[config.mk]
export PLATFORM = sky130hd
export DESIGN_NAME = wb_retire_queue
export DESIGN_NICKNAME = d
export VERILOG_FILES = /design/src/rtl/wb_retire_queue.sv
export SDC_FILE = /design/constraint.sdc
export NUM_CORES = 1
export LEC_CHECK = 0
export CORE_MARGIN = 2
export CORE_UTILIZATION = 30
export CTS_BUF_LIST = sky130_fd_sc_hd__clkbuf_16
export DETAILED_ROUTE_END_ITERATION = 16
export SYNTH_ARGS = -nofsm -noshare
export SYNTH_HDL_FRONTEND = slang
export SYNTH_SLANG_ARGS = --single-unit
[constraint.sdc]
create_clock -name clk -period 14.9 [get_ports clk]
set_input_delay 2.98 -clock clk [delete_from_list [all_inputs] [get_ports clk]]
set_output_delay 2.98 -clock clk [all_outputs]
set_load 0.02 [all_outputs]
[src/rtl/wb_retire_queue.sv]
// Write-back retire queue: buffers up to DEPTH completed instructions from MEM
// and retires them in order, one per granted cycle of the register-file write port.
module wb_retire_queue #(
  parameter int DEPTH = 4
) (
  input  logic        clk,
  input  logic        reset,
  input  logic        ms_to_ws_valid,
  input  logic [72:0] ms_to_ws_bus,
  input  logic [9:0]  ms_ex_bus,
  output logic        ws_allowin,
  input  logic        rf_ready,
  output logic [40:0] ws_to_rf_bus,
  output logic [3:0]  c0_exception,
  output logic [4:0]  c0_addr,
  output logic [31:0] c0_wdata,
  output logic        c0_wb_valid,
  output logic        c0_wb_bd,
  output logic [31:0] c0_wb_pc,
  input  logic        c0_valid,
  input  logic [31:0] c0_res,
  input  logic        flush,
  input  logic [4:0]  query_reg,
  output logic        query_hit,
  output logic        query_pending,
  output logic [31:0] query_data,
  output logic        ws_ex,
  output logic [31:0] debug_wb_pc,
  output logic [3:0]  debug_wb_rf_wen,
  output logic [4:0]  debug_wb_rf_wnum,
  output logic [31:0] debug_wb_rf_wdata
);

  localparam int PTR_W = $clog2(DEPTH);
  localparam logic [PTR_W:0] FULL = (PTR_W + 1)'(DEPTH);

  typedef logic [PTR_W-1:0] ptr_t;

  typedef struct packed {
    logic [3:0]  gr_we;
    logic [4:0]  dest;
    logic [31:0] result;
    logic [31:0] pc;
    logic        bd;
    logic        sys;
    logic        mfc0;
    logic        mtc0;
    logic        eret;
    logic [4:0]  c0addr;
  } entry_t;

  entry_t          mem [DEPTH];
  ptr_t            head;
  ptr_t            tail;
  logic [PTR_W:0]  count;

  entry_t          head_e;
  entry_t          new_e;
  logic            nonempty;
  logic            retire;
  logic            enq;
  logic [3:0]      rf_we;
  logic [4:0]      rf_waddr;
  logic [31:0]     rf_wdata;

  assign nonempty   = (count != '0);
  assign retire     = nonempty && rf_ready;
  // A full queue still accepts when its head leaves in the same cycle.
  assign ws_allowin = (count != FULL) || retire;
  assign enq        = ms_to_ws_valid && ws_allowin && !flush;

  assign new_e = '{
    gr_we:  ms_to_ws_bus[72:69],
    dest:   ms_to_ws_bus[68:64],
    result: ms_to_ws_bus[63:32],
    pc:     ms_to_ws_bus[31:0],
    bd:     ms_ex_bus[9],
    sys:    ms_ex_bus[8],
    mfc0:   ms_ex_bus[7],
    mtc0:   ms_ex_bus[6],
    eret:   ms_ex_bus[5],
    c0addr: ms_ex_bus[4:0]
  };

  // Head view is forced to zero when empty so stale storage never leaks out.
  assign head_e = nonempty ? mem[head] : '0;

  always_ff @(posedge clk) begin
    if (reset) begin
      head  <= '0;
      tail  <= '0;
      count <= '0;
      // NOTE: storage is small and must read as zero after reset, so it is
      // cleared here; a large RAM would normally be left unreset.
      for (int i = 0; i < DEPTH; i++) mem[i] <= '0;
    end else if (flush) begin
      head  <= '0;
      tail  <= '0;
      count <= '0;
    end else begin
      // NOTE: non-blocking assignments keep every register update in this
      // block reading the pre-edge values, independent of statement order.
      if (enq) begin
        mem[tail] <= new_e;
        tail      <= tail + ptr_t'(1);
      end
      if (retire) head <= head + ptr_t'(1);
      case ({enq, retire})
        2'b10:   count <= count + 1'b1;
        2'b01:   count <= count - 1'b1;
        default: count <= count;
      endcase
    end
  end

  // Oldest-to-newest scan so the entry closest to tail overrides earlier hits.
  always_comb begin
    // NOTE: defaults first on every path keep this purely combinational.
    query_hit     = 1'b0;
    query_pending = 1'b0;
    query_data    = '0;
    for (int i = 0; i < DEPTH; i++) begin
      if (((PTR_W + 1)'(i) < count) && (query_reg != 5'd0)
          && (mem[head + ptr_t'(i)].gr_we != 4'd0)
          && (mem[head + ptr_t'(i)].dest == query_reg)) begin
        query_hit     = 1'b1;
        query_pending = mem[head + ptr_t'(i)].mfc0;
        query_data    = mem[head + ptr_t'(i)].result;
      end
    end
  end

  assign rf_we    = head_e.gr_we & {4{retire}};
  assign rf_waddr = head_e.dest;
  assign rf_wdata = nonempty ? (c0_valid ? c0_res : head_e.result) : '0;

  assign ws_to_rf_bus = {rf_we, rf_waddr, rf_wdata};

  assign c0_exception = {head_e.sys, head_e.mfc0, head_e.mtc0, head_e.eret};
  assign c0_addr      = head_e.c0addr;
  assign c0_wdata     = head_e.result;
  assign c0_wb_valid  = retire;
  assign c0_wb_bd     = head_e.bd;
  assign c0_wb_pc     = head_e.pc;
  assign ws_ex        = retire && (head_e.sys || head_e.eret);

  assign debug_wb_pc       = head_e.pc;
  assign debug_wb_rf_wen   = rf_we;
  assign debug_wb_rf_wnum  = head_e.dest;
  assign debug_wb_rf_wdata = rf_wdata;

endmodule

; ---- Yosys cells after proc, flatten, opt, wreduce, memory -nomap -nowiden
; Memories as Yosys holds them, arrays and structs flattened. A register that Yosys moved wholly into a read port is not among the register bits.
; Cells that the tools add are included.
[op_classes]
addsub = 6
n_lt_le_gt_ge = 4
eq_ne = 7
muxes = 27
bitwise_logic = 1
reduce_logical = 28
[ops]
columns = operator, count
row1 = 32-bit 2-to-1 mux, 6
row2 = 83-bit 2-to-1 mux, 2
row3 = 83-bit OR reduction, 1
row4 = 5-bit == test, 4
row5 = 1-bit logical AND, 16
row6 = 4-bit nonzero test, 4
row7 = 1-bit 2-to-1 mux, 15
row8 = 1-bit by 3-bit < comparator with 1-bit output (first input constant), 2
row9 = 2-bit by 3-bit < comparator with 1-bit output (first input constant), 2
row10 = 2-bit 2-to-1 mux, 3
row11 = 3-bit case mux with 2 select lines, 1
row12 = 5-bit nonzero test, 1
row13 = 2-bit by 1-bit adder with 2-bit output (second input constant), 2
row14 = 2-bit adder (second input constant), 2
row15 = 4-bit AND, 1
row16 = 3-bit by 1-bit adder with 3-bit output (second input constant), 1
row17 = 3-bit inequality test (second input constant), 1
row18 = 3-bit nonzero test, 1
row19 = 3-bit by 1-bit subtractor with 3-bit output (second input constant), 1
row20 = 2-bit by 1-bit == test with 1-bit output (second input constant), 1
row21 = 2-bit == test (second input constant), 1
row22 = 1-bit logical OR, 2
row23 = 2-bit nonzero test, 1
row24 = 2-bit OR reduction, 1
row25 = 1-bit zero test, 1
[totals]
ff_bits = 7
ramBits = 332
input_bits = 126
out_inout_bits = 225
word_cells = 77
memories = 1
[memory_table]
columns = memory, words, word_bits, read_ports, rd_ports_with_merged_regs, write_ports, line_no
row1 = mem, 4, 83, 4, 1, 4, 52  ; entry_t mem [DEPTH];

; ---- Logic depth before layout (Yosys ltp)
[depth]
depth_word = 11
mapped_depth = 11

; ---- Worst setup path after synthesis
; Ideal clock, no wire load.
[synth_path]
path_kind = input port to output port
start = input port query_reg[2]
end = output port query_data[0]
t_arrival_ns = 4.947
path_slack_ns = 6.973
cell_stages = 9
cell_sequence = buf_2 xor2_1 or3_4 a2111oi_4 nor2_1 o21a_4 buf_6 a211o_1 o311a_1
[synth_via]
elab_chain_len = 8
elab_cells_between_ends = 21
[synth_rtl]
columns = element, line_no
row1 = from (decl), 23  ; input logic [4:0] query_reg,
row2 = 5-bit nonzero test, 123  ; if (((PTR_W + 1)'(i) < count) && (query_reg != 5'd0)
row3 = 1-bit logical AND, 123
row4 = 1-bit logical AND, 124  ; && (mem[head + ptr_t'(i)].gr_we != 4'd0)
row5 = 1-bit logical AND, 125  ; && (mem[head + ptr_t'(i)].dest == query_reg)) begin
row6 = 32-bit 2-to-1 mux (3 in a row), 123
row7 = 32-bit 2-to-1 mux (*), 123
row8 = to (decl), 26  ; output logic [31:0] query_data,
; Mark *: on every way between the ends. The rest lies on a longest branch, timed or not.

; ---- Worst setup path after layout
[layout_path]
start = input port query_reg[2]
end = output port query_data[30]
; Same word-level chain as after synthesis.

==> results.json <==
{
  "outcome": "complete, no violations",
  "grt_pass1_wl_um": 86400,
  "fillCellCount": 6210,
  "dieArea_mm2": 0.0680,
  "gr-total-overflow": 0,
  "coreArea_mm2": 0.0655,
  "grt_max_degree": 70,
  "synth_nets": 1730,
  "synth-seq-area-share_pct": 51.3,
  "die_w_um": 261,
  "slew_violations": 0,
  "path_clk_slew_ns": 0.05,
  "synthArstFlopShare_pct": 0,
  "drive_gt1_share_pct": 15.8,
  "grt_pass1_vias": 14100,
  "ir_drop_uv": 80.9,
  "htreeDepth": 2,
  "crit_required_ns": 11.92,
  "layout_min_cycle_time_ns": 9.51,
  "drc": 0,
  "power_frac_comb_pct": 13.8,
  "met3_length_um": 4560,
  "crit_path_end_kind": "output pin",
  "fin_tns_setup_ns": 0,
  "layout.nets": 1949,
  "worst_slew_pin_slew_ns": 1.08,
  "yosysWarnings": 0,
  "wl_um": 58200,
  "yosys_register_bits": 341,
  "top_layer": "met5",
  "portBuffers": 350,
  "syn_area_per_cell_um2": 12.4,
  "place_congestion": 0.788,
  "yosysUniqueCellTypes": 52,
  "numCtsBuffers": 39,
  "postCtsHoldBufs": 0,
  "ios": 351,
  "sw_frac_of_total_pct": 24.9,
  "synthFlopType": "edfxtp_1",
  "die_h_um": 261,
  "antenna_left": 0,
  "via_per_inst": 5.08,
  "diodes": 0,
  "cts_setup_buffers": 0,
  "crit_path_start_kind": "input pin",
  "maxSlewHeadroom_pct": 28.2,
  "vias": 13800,
  "cts_buffer_depth": 3,
  "post_drt_wl_per_cell_um": 21.5,
  "antenna_found_initial": 5,
  "path_class": "in -> out",
  "finalSetupViolCount": 0,
  "netlist_instances": 1599,
  "layout_commonest_cell": "clkdlybuf4s50_1",
  "power.density_mw_per_mm2": 94.8,
  "p_clk_share_pct": 38.3,
  "power.leakage_nw": 8.96,
  "max_freq_mhz": 105,
  "cts_tree": "done",
  "netlist_area_mm2": 0.0198,
  "hpwl_um": 36000,
  "initial_core_util_pct": 30.2,
  "drt-initial-drc-count": 918,
  "clockRootBuffer": "clkbuf_16",
  "switchingPower_w": 0.000585,
  "intPower_w": 0.00176,
  "min_path_type": "reg -> reg",
  "fin_crit_sh_pct": 63.8,
  "clk_latency_ns": 0.55,
  "met2_length_um": 28400,
  "skew_ns": 0.0159,
  "synth_edf_count": 332,
  "seqPwrFrac_pct": 47.9,
  "rsz0062_at_grt": "no",
  "dr.pass1.iters": 5,
  "finalHoldViolations": 0,
  "cts.sinks": 341,
  "cp_data_arrival_time_ns": 6.53,
  "grt.total_usage_pct": 16.8,
  "max-cap-violations": 0,
  "core.rowCount": 94,
  "m1WireLength_um": 24000,
  "final_cell_mix": "clkdlybuf4s50_1, edfxtp_1, nor2_1",
  "syn_to_final_growth_pct": 25.0,
  "cts_resized": 0,
  "fin_util_pct": 37.7,
  "critPathMaxFanout": 34
}
## worst max-delay path, cell delays in order
cell and delay [ns]:
clkdlybuf4s50_1 0.61, xor2_1 0.25, or3_4 0.36, a2111oi_4 0.29
buf_4 0.48, nor2_1 0.14, o21a_4 0.37, a211o_1 0.35
o311a_1 0.12, clkdlybuf4s50_1 0.55
## registers in the layout (all words and copies together) (netlist names), named ones only
register,cells
count,3
head,2
mem,332
tail,2
## cell families after synthesis
kind of cell / count (synthesis) / synth area share, %
and+or+nand+nor: 560 / 13.0
adders and majority gates: 5 / 0.316
AOI/OAI and AO/OA: 119 / 5.23
buffers and inverters: 283 / 7.14
DFF: 341 / 51.3
muxes: 263 / 21.7
xor gates and xnor gates: 28 / 1.24
## metrics by stage
step	std cells	cell area, um^2	hold WS, ns	setup WS, ns	total power [W]
global route	2710	24700	0.675	5.26	0.00243
global placement	2641	23500	0.583	5.46	0.00146
finish	2710	24700	0.626	5.39	0.00234
detailed placement	2641	23500	0.602	5.40	0.00147
CTS	2710	24700	0.618	5.40	0.00237
floorplan	1599	19800	0.521	6.97	0.00133
## area by class of cell
| type | count | area, um^2 | share of cell area (%) |
|---|---|---|---|
| Clock buffer | 41 | 1030 | 4.15 |
| Inverter | 88 | 330 | 1.34 |
| Sequential cell | 341 | 10200 | 41.1 |
| Clock inverter | 28 | 154 | 0.622 |
| Multi-Input combinational cell | 975 | 8300 | 33.6 |
| Timing Repair Buffer | 373 | 3670 | 14.8 |
| Tap cell | 864 | 1080 | 4.37 |
## power groups by stage
stage	logic, W	registers [W]	clock network (W)
finish	0.000325	0.00112	0.000898
global route	0.000349	0.00113	0.000950
CTS	0.000330	0.00112	0.000919
detailed placement	0.000328	0.00114	0
global placement	0.000326	0.00114	0
floorplan	0.000198	0.00114	0
## routing by layer
layer	GRT usage [%]	vias to the layer above
li1	-	6176
met1	21.4	6914
met2	29.0	585
met3	3.71	81
met4	4.25	8
met5	0	-
## cells in the mapped netlist (33+ instances only)
master	count	area share, %
a211o_1	33	1.5
a22oi_1	33	1.3
and2_1	58	1.8
buf_4	77	2.9
clkbuf_1	85	1.6
edfxtp_1	332	50
inv_1	87	1.7
mux2_2	66	3.8
mux2i_1	71	3.6
mux4_2	124	14
nand2_1	121	2.3
nor2_1	269	5.1
nor2b_1	81	2.6
o311a_1	33	1.7
## path summary, 6_finish.rpt
check / cells after the start / slack (ns) / to / start
setup reg to reg: 7 / 11.21 / mem[3][70]$_DFFE_PP_ / count[0]$_SDFFE_PP0P_
hold reg to reg: 2 / 0.63 / count[0]$_SDFFE_PP0P_ / count[0]$_SDFFE_PP0P_
hold / removal: 2 / 0.63 / count[0]$_SDFFE_PP0P_ / count[0]$_SDFFE_PP0P_
setup / recovery: 10 / 5.39 / query_data[30] / query_reg[2]
Power figures use the tool's default switching activity.
